File: config.mk
export PLATFORM = sky130hd
export DESIGN_NAME = glitc_phase_shift_controller
export DESIGN_NICKNAME = d
export VERILOG_FILES = /design/src/rtl/glitc_clock_pkg.sv /design/src/rtl/glitc_sync2.sv /design/src/rtl/glitc_phase_shift_controller.sv
export SDC_FILE = /design/constraint.sdc
export NUM_CORES = 1
export LEC_CHECK = 0
export ABC_CLOCK_PERIOD_IN_PS = 5000
export CAP_MARGIN = 25
export CORE_MARGIN = 2
export CORE_UTILIZATION = 45
export CTS_CLUSTER_DIAMETER = 30
export CTS_CLUSTER_SIZE = 12
export DETAILED_ROUTE_END_ITERATION = 10
export MAX_ROUTING_LAYER = met4
export PLACE_DENSITY = 0.72
export SYNTH_ARGS = -nofsm -noshare
export SYNTH_HDL_FRONTEND = slang
export SYNTH_SLANG_ARGS = --single-unit
File: constraint.sdc
create_clock -name clk_i -period 5 [get_ports clk_i]
set_clock_uncertainty 0.15 [all_clocks]
set_input_delay 0.75 -clock clk_i [delete_from_list [all_inputs] [get_ports clk_i]]
set_output_delay 0.75 -clock clk_i [all_outputs]
set_load 0.03 [all_outputs]
File: src/rtl/glitc_clock_pkg.sv
// Shared constants for the GLITC clock block: control-byte bit indices,
// phase-stepper state encoding and the default fine-step period.
package glitc_clock_pkg;

  localparam int unsigned PS_EN_BIT     = 0;
  localparam int unsigned PS_INCDEC_BIT = 1;
  localparam int unsigned PS_DONE_BIT   = 0;
  localparam int unsigned LOCK_SYS_BIT  = 0;

  localparam int unsigned STATE_W = 2;
  localparam logic [STATE_W-1:0] IDLE  = 2'd0;
  localparam logic [STATE_W-1:0] ISSUE = 2'd1;
  localparam logic [STATE_W-1:0] WAIT  = 2'd2;
  localparam logic [STATE_W-1:0] DONE  = 2'd3;

  localparam int unsigned PERIOD_STEPS_DEF = 672;
  localparam int unsigned POS_W            = 10;

endpackage

File: src/rtl/glitc_sync2.sv
// Two-flop synchroniser with asynchronous active-low clear.
module glitc_sync2 (
  input  logic clk_i,
  input  logic rst_n_i,
  input  logic d_i,
  output logic q_o
);

  logic meta_q;

  always_ff @(posedge clk_i or negedge rst_n_i) begin
    if (!rst_n_i) begin
      meta_q <= 1'b0;
      q_o    <= 1'b0;
    end else begin
      meta_q <= d_i;
      q_o    <= meta_q;
    end
  end

endmodule

File: src/rtl/glitc_phase_shift_controller.sv
// Steps the system MMCM fine phase shift one PSEN/PSDONE handshake at a time,
// tracking absolute position and flagging PSDONE timeouts and lock loss.
module glitc_phase_shift_controller
  import glitc_clock_pkg::*;
#(
  parameter int unsigned PERIOD_STEPS   = PERIOD_STEPS_DEF,
  parameter int unsigned TIMEOUT_CYCLES = 64,
  parameter int unsigned STEP_W         = 16
) (
  input  logic              clk_i,
  input  logic              rst_n_i,
  input  logic              cmd_valid_i,
  input  logic [STEP_W-1:0] cmd_steps_i,
  output logic              cmd_ready_o,
  output logic              done_o,
  output logic [1:0]        err_o,
  output logic [POS_W-1:0]  position_o,
  input  logic [1:0]        mmcm_status_i,
  input  logic [7:0]        phase_ctrl_i,
  output logic [7:0]        phase_ctrl_o
);

  localparam int unsigned TO_W = $clog2(TIMEOUT_CYCLES + 1);

  logic               lock_s;
  logic               ps_done;
  logic [STATE_W-1:0] state_q, state_nx;
  logic               dir_q, dir_nx;
  logic [STEP_W-1:0]  rem_q, rem_nx;
  logic [TO_W-1:0]    tmo_q, tmo_nx;
  logic [POS_W-1:0]   pos_nx;
  logic [1:0]         err_nx;
  logic               done_nx;
  logic               psen_q, psen_nx;
  logic               incdec_q, incdec_nx;
  logic [STEP_W-1:0]  cmd_mag;
  logic               unused_inputs;

  assign unused_inputs = ^{phase_ctrl_i[7:1], mmcm_status_i[1]};

  glitc_sync2 u_lock_sync (
    .clk_i   (clk_i),
    .rst_n_i (rst_n_i),
    .d_i     (mmcm_status_i[LOCK_SYS_BIT]),
    .q_o     (lock_s)
  );

  // PSDONE shares clk_i with the generator's PSCLK, so no synchroniser.
  assign ps_done     = phase_ctrl_i[PS_DONE_BIT];
  assign cmd_ready_o = (state_q == IDLE) && lock_s;

  // Magnitude as unsigned STEP_W bits: the most negative request maps to 2^(STEP_W-1).
  assign cmd_mag = cmd_steps_i[STEP_W-1] ? (~cmd_steps_i + STEP_W'(1)) : cmd_steps_i;

  function automatic logic [POS_W-1:0] step_pos(input logic [POS_W-1:0] pos, input logic inc);
    if (inc) step_pos = (pos == POS_W'(PERIOD_STEPS - 1)) ? '0 : pos + POS_W'(1);
    else     step_pos = (pos == '0) ? POS_W'(PERIOD_STEPS - 1) : pos - POS_W'(1);
  endfunction

  always_comb begin
    state_nx  = state_q;
    dir_nx    = dir_q;
    rem_nx    = rem_q;
    tmo_nx    = tmo_q;
    pos_nx    = position_o;
    err_nx    = err_o;
    done_nx   = 1'b0;
    psen_nx   = 1'b0;
    incdec_nx = 1'b0;

    case (state_q)
      IDLE: begin
        if (cmd_valid_i && cmd_ready_o) begin
          dir_nx = ~cmd_steps_i[STEP_W-1];
          rem_nx = cmd_mag;
          err_nx = 2'b00;
          if (cmd_mag == '0) done_nx  = 1'b1;
          else               state_nx = ISSUE;
        end
      end
      ISSUE: begin
        tmo_nx   = TO_W'(TIMEOUT_CYCLES - 1);
        state_nx = WAIT;
      end
      WAIT: begin
        if (ps_done) begin
          pos_nx   = step_pos(position_o, dir_q);
          rem_nx   = rem_q - STEP_W'(1);
          state_nx = (rem_q == STEP_W'(1)) ? DONE : ISSUE;
        end else if (tmo_q == '0) begin
          err_nx[0] = 1'b1;
          state_nx  = DONE;
        end else begin
          tmo_nx = tmo_q - TO_W'(1);
        end
      end
      DONE:    state_nx = IDLE;
      default: state_nx = IDLE;
    endcase

    // Lock loss overrides everything: the MMCM reset zeroes its phase offset.
    if (!lock_s) begin
      pos_nx = '0;
      if (state_q == ISSUE || state_q == WAIT) begin
        err_nx[1] = 1'b1;
        state_nx  = DONE;
      end
    end

    if (state_nx == DONE) done_nx = 1'b1;
    psen_nx   = (state_nx == ISSUE);
    incdec_nx = (state_nx == ISSUE || state_nx == WAIT) && dir_nx;
  end

  always_ff @(posedge clk_i or negedge rst_n_i) begin
    if (!rst_n_i) begin
      state_q    <= IDLE;
      dir_q      <= 1'b0;
      rem_q      <= '0;
      tmo_q      <= '0;
      position_o <= '0;
      err_o      <= 2'b00;
      done_o     <= 1'b0;
      psen_q     <= 1'b0;
      incdec_q   <= 1'b0;
    end else begin
      state_q    <= state_nx;
      dir_q      <= dir_nx;
      rem_q      <= rem_nx;
      tmo_q      <= tmo_nx;
      position_o <= pos_nx;
      err_o      <= err_nx;
      done_o     <= done_nx;
      psen_q     <= psen_nx;
      incdec_q   <= incdec_nx;
    end
  end

  always_comb begin
    phase_ctrl_o                = 8'h00;
    phase_ctrl_o[PS_EN_BIT]     = psen_q;
    phase_ctrl_o[PS_INCDEC_BIT] = incdec_q;
  end

endmodule
=== After elaboration in Yosys (flattened, before gate mapping) ===
Index checks and enable logic that the tools add are counted.

* Muxes and demuxes: 34
* $lt $le $gt $ge: 0
* $mul: 0
* Add/sub/neg operators: 5
* Shift operators: 0
* Reduce and logical (&&, ||, !) cells: 15
* Bitwise operators: 2
* Eq/ne operators: 15
* Divide/modulo/power cells: 0

{| class="wikitable"
|+ Operators with widths
! kind !! count
|-
| two-way mux 10 bit || 6
|-
| two-way mux 16 bit || 3
|-
| one-hot mux 16 bit (2 select lines) || 1
|-
| adder 16 x 1 -> 16 bit (second input constant) || 1
|-
| == test 16 x 1 -> 1 bit (second input constant) || 1
|-
| logical NOT 16 bit || 1
|-
| two-way mux 2 bit || 8
|-
| inverter 16 bit || 1
|-
| subtractor 16 x 1 -> 16 bit (second input constant) || 1
|-
| two-way mux 7 bit || 2
|-
| one-hot mux 7 bit (2 select lines) || 1
|-
| inequality test 2 bit (second input constant) || 6
|-
| two-way mux 1 bit || 11
|-
| adder 10 x 1 -> 10 bit (second input constant) || 1
|-
| == test 10 bit (second input constant) || 1
|-
| logical NOT 10 bit || 1
|-
| subtractor 10 x 1 -> 10 bit (second input constant) || 1
|-
| == test 2 bit (second input constant) || 4
|-
| one-hot mux 2 bit (4 select lines) || 1
|-
| logical NOT 7 bit || 1
|-
| subtractor 7 x 1 -> 7 bit (second input constant) || 1
|-
| AND reduction 3 bit || 2
|-
| == test 2 x 1 -> 1 bit (second input constant) || 2
|-
| AND reduction 4 bit || 1
|-
| other kinds (8) || 12
|}

* Latch bits: 0
* Register bits: 43
* Output and inout bits: 22
* Input port bits: 29
* Bits in writable memories: 0
* Memories: 0
* Word-level logic and storage cells: 83
* ROM bits: 0

=== Depth between registers and ports, before layout ===
* Word-level depth: 12
* Mapped depth: 11
* Depth with buffers taken out: 10

=== Cells and area by module ===
From an unflattened synthesis, not the netlist that was laid out.

* Cells, all modules: 396
* Area total of the unflattened synthesis: 3269.4 um^2

{| class="wikitable"
|+ By module, submodules not included
! module !! area each (um^2) !! sequential area each (um^2) !! cells an instance !! times used
|-
| glitc_phase_shift_controller || 3219.3 || 1026.0 || 394 || 1
|-
| glitc_sync2 || 50.0 || 50.0 || 2 || 1
|}

=== Worst setup path before layout ===
OpenSTA, ideal clock, no wires.

* Path type: input -> register
* From: input port cmd_steps_i[1]
* To: register incdec_q
* Arrival: 3109 ps
* Library setup time: 119 ps
* Slack: 1622 ps
* Buffers on the path: 1
* Stages on the path: 11
* Required time: 4731 ps
* Path through: inv_1 > ha_1 > or4b_4 > buf_6 > o41ai_4 > xor2_2 > nand3_2 > nor4_4 > o211ai_1 > ha_1 > and2_1

* Cells in the longest elaborated chain, start to end: 12
* Elaborated cells between the ends (all ways): 13
* Classes of those cells: add/sub (1); eq/ne (2); mux (6); bitwise (1); reduce/logical (3)

{| class="wikitable"
|+ Ends and longest elaborated chain
! element !! line !! text
|-
| start, declared || glitc_phase_shift_controller.sv:13 || <nowiki>input logic [STEP_W-1:0] cmd_steps_i,</nowiki>
|-
| inverter 16 bit || glitc_phase_shift_controller.sv:53 || <nowiki>assign cmd_mag = cmd_steps_i[STEP_W-1] ? (~cmd_steps_i + STEP_W'(1)) : cmd_steps_i;</nowiki>
|-
| adder 16 x 1 -> 16 bit || glitc_phase_shift_controller.sv:53 ||
|-
| two-way mux 16 bit (*) || glitc_phase_shift_controller.sv:53 ||
|-
| logical NOT 16 bit (*) || glitc_phase_shift_controller.sv:77 || <nowiki>if (cmd_mag == '0) done_nx = 1'b1;</nowiki>
|-
| two-way mux 2 bit (*) || glitc_phase_shift_controller.sv:77 ||
|-
| two-way mux 2 bit (*) || glitc_phase_shift_controller.sv:73 || <nowiki>if (cmd_valid_i && cmd_ready_o) begin</nowiki>
|-
| one-hot mux 2 bit (4 select lines) (*) || glitc_phase_shift_controller.sv:71 || <nowiki>case (state_q)</nowiki>
|-
| two-way mux 2 bit || glitc_phase_shift_controller.sv:104 || <nowiki>if (state_q == ISSUE || state_q == WAIT) begin</nowiki>
|-
| two-way mux 2 bit (*) || glitc_phase_shift_controller.sv:102 || <nowiki>if (!lock_s) begin</nowiki>
|-
| net state_nx[0] || glitc_phase_shift_controller.sv:27 || <nowiki>logic [STATE_W-1:0] state_q, state_nx;</nowiki>
|-
| == test 2 x 1 -> 1 bit / == test 2 bit (equally long branches) || glitc_phase_shift_controller.sv:112 || <nowiki>incdec_nx = (state_nx == ISSUE || state_nx == WAIT) && dir_nx;</nowiki>
|-
| logical OR 1 bit (*) || glitc_phase_shift_controller.sv:112 ||
|-
| logical AND 1 bit (*) || glitc_phase_shift_controller.sv:112 ||
|-
| net incdec_nx || glitc_phase_shift_controller.sv:35 || <nowiki>logic incdec_q, incdec_nx;</nowiki>
|-
| end signal, assigned || glitc_phase_shift_controller.sv:135 || <nowiki>incdec_q <= incdec_nx;</nowiki>
|-
| end, declared || glitc_phase_shift_controller.sv:35 ||
|}

Mark *: on every way through the listed nets, which the timed path passes. The rest lies on a longest branch.
A chain may end at the register's enable or synchronous reset.

=== Worst setup path in the final report ===
* From: input port cmd_steps_i[0]
* To: register incdec_q

Same word-level chain as after synthesis.

==> results.yml <==
floorplanning:
  core_um2: 6870
  initial_utilization_pct: 47.2
  row_count: 30
  die_h_um: 88.9
  die_area_um2: 7900
  io_pins: 51
  fp.dieW_um: 88.9
min_path:
  min_path_type: "in2async"
grt:
  grt_pass1_vias: 2593
  grt-ovfl-total: 0
  antenna_found_initial: 0
  grt_max_degree: 44
  grt_pass1_wl_mm: 12.2
  grt_use_total_pct: 19.9
power_and_ir_drop:
  p_comb_share_pct: 52.0
  clkPwrFrac_pct: 13.4
  total_leakage_power_uw: 0.00146
  ir_drop_mv: 0.171
  internal_power_uw: 1010
  p_sw_uw: 833
  power_frac_seq_pct: 34.6
  power_uw: 1840
  swShare_pct: 45.2
  power_density_nw_per_um2: 494
flow_run:
  max_cap_viol_count: 0
clock_network:
  cts_buffers: 5
  cts_resized: 0
  cts_root_buf: "clkbuf_8"
  post-cts-setup-buffer-count: 0
  postCtsHoldBufs: 0
  htree_levels: 2
  path_clk_slew_ns: 0.08
  insertion_delay_ns: 0.29
  cts_tree: "built"
  cts.path.max_buffers: 2
  clkSinkCount: 43
timing:
  period_minus_slack_ns: 3.86
  drv_slew: 0
  setup_viol: 0
  relSlewSlack_pct: 35.4
  finalHoldViolCount: 0
  rsz0062_at_grt: "false"
  fin_hold_ws_ns: 0.167
  fmax_mhz: 259
  worst_slew_pin_slew_ns: 0.969
  finalSetupTns_ns: 0
  period_share_pct: 77.1
synthesis:
  synth_top_family_by_area: "simple AND/OR/NAND/NOR gates"
  synth-seq-area-share_pct: 33.2
  synth_seq_cells: 43
  avgSynthCellArea_um2: 8.42
  yosys.area_share.simple_pct: 27.3
  synthMuxAreaShare_pct: 1.62
  synth_edf_count: 0
  synth-xor-area-share_pct: 5.64
  synth_compound_area_share_pct: 21.4
  synth.distinct_cells: 62
  yosys_warnings: 0
  synthCells: 385
  ys.flop_type: "dfrtp_1"
  synth_fa_ha_area_share_pct: 4.63
  syn_area_um2: 3240
  async_reset_ff_share_pct: 100
layout:
  layout.nets: 451
  fin_util_pct: 54.3
  drive_gt1_share_pct: 6.08
  area_delta_synth_final_pct: 15.0
  fin_area_um2: 3730
  layout.cells.most_common: "dfrtp_1"
  antenna_cells: 0
  fill_cells: 626
  final_cell_mix: "dfrtp_1 (43), nand2_1 (36), clkdlybuf4s50_1 (35), o21ai_0 (31), a21oi_1 (24)"
detailed_routing:
  first_pass_iters: 4
  route.detailed.drc: 0
  wl_mm: 7.02
  viasPerCell: 5.68
  drtIter0Drc: 137
  ant_nets: 0
  wl_per_cell_um: 13.9
  vias: 2882
critical_path:
  r2r-start: "state_q[0]"
  crit_fanout: 7
  required_ns: 5.04
  end_kind: "flop"
  crit_type: "in2reg"
  critPathLaunchType: "input port"
  arrival_ns: 3.89
  crit_start: "cmd_steps_i[0]"
placed_design:
  gp_congestion: 0.872
  io_buffers: 36
  detailed_place_hpwl_mm: 5.13
  placed_area_um2: 3610
run_status:
  status: "complete, no violations"
==> synthesized netlist by cell type (5+ instances only) <==
| master | count | share of area (%) |
|---|---|---|
| o211ai_1 | 5 | 1.2 |
| dfrtp_1 | 43 | 33 |
| nor2_1 | 22 | 2.5 |
| nor4_1 | 10 | 1.9 |
| o31ai_1 | 5 | 1.2 |
| o22ai_1 | 9 | 1.7 |
| nor2b_1 | 5 | 0.97 |
| xnor2_1 | 8 | 2.2 |
| nor3_1 | 12 | 1.9 |
| a21oi_1 | 24 | 3.7 |
| o21ai_0 | 31 | 4.8 |
| or3_1 | 12 | 2.3 |
| buf_4 | 8 | 1.9 |
| nor3b_1 | 5 | 1.2 |
| nand2b_1 | 9 | 1.7 |
| and2_1 | 6 | 1.2 |
| ha_1 | 12 | 4.6 |
| nand3_1 | 15 | 2.3 |
| nand2_1 | 36 | 4.2 |
| xor2_1 | 11 | 3.0 |
| inv_1 | 15 | 1.7 |
| clkbuf_1 | 15 | 1.7 |
==> cell type report <==
type,count,area [um2],share of cell area (%)
tap,96,120,3.22
sequential,43,1080,28.9
inverter,15,56.3,1.51
clock buffer,8,100,2.69
timing repair buffer,39,390,10.5
multi-input combinational,306,1980,53.2
==> power by group through the flow <==
| stage | combinational (uW) | clock (uW) | sequential, uW |
|---|---|---|---|
| 2_1_floorplan | 723 | 0 | 621 |
| 3_5_place_dp | 955 | 0 | 639 |
| 6_report | 958 | 246 | 639 |
| 3_3_place_gp | 929 | 0 | 635 |
| 4_1_cts | 956 | 254 | 634 |
| 5_1_grt | 1090 | 267 | 663 |
==> state kept, by name (all words and copies together), names as in the netlist <==
register            cells
tmo_q                   7
position_o             10
state_q                 2
psen_q                  1
err_o                   2
rem_q                  16
done_o                  1
dir_q                   1
incdec_q                1
u_lock_sync.meta_q      1
u_lock_sync.q_o         1
==> cell families after synthesis <==
kind of cell / Yosys count
AND/OR/NAND/NOR: 158
adder cells (fa/ha/maj): 12
multiplexers: 5
buffers and inverters: 41
XOR/XNOR: 20
AO/OA/AOI/OAI: 105
flip-flops: 43
other: 1
==> per-layer routing <==
metal  wire length, um  up-vias  GRT usage [%]
met5                 0        -              -
met4                56        0           5.37
met3               324        5           2.24
met2              3290       91           31.7
met1              3350     1338           26.8
li1                  -     1448              -
==> worst paths after layout <==
check                                  endpoint  slack, ns  cells after the start
min in group clk_i              u_lock_sync.q_o       0.21                      0
worst max-delay path                   incdec_q       1.14                     11
max in group asynchronous         position_o[4]       4.07                      2
worst min-delay path              position_o[9]       0.17                      1
worst max register to register         incdec_q       1.86                     10
worst min register to register  u_lock_sync.q_o       0.21                      0
==> per-stage QoR <==
| stage | instances | worst slack [ns] |
|---|---|---|
| after CTS | 506 | 1.13 |
| after global placement | 498 | 0.927 |
| after detailed placement | 498 | 0.805 |
| final | 507 | 1.14 |
| after global routing | 507 | 0.935 |
| after floorplan | 390 | 1.62 |
==> worst max-delay path: stages <==
cell	delay, ns
clkdlybuf4s50_1	0.49
inv_1	0.10
ha_1	0.24
or4b_4	0.56
o31ai_1	0.29
xor2_1	0.27
nand3_1	0.16
nor4_4	0.40
o211ai_1	0.19
ha_1	0.31
and2_1	0.13
(Power assumes the default switching activity.)
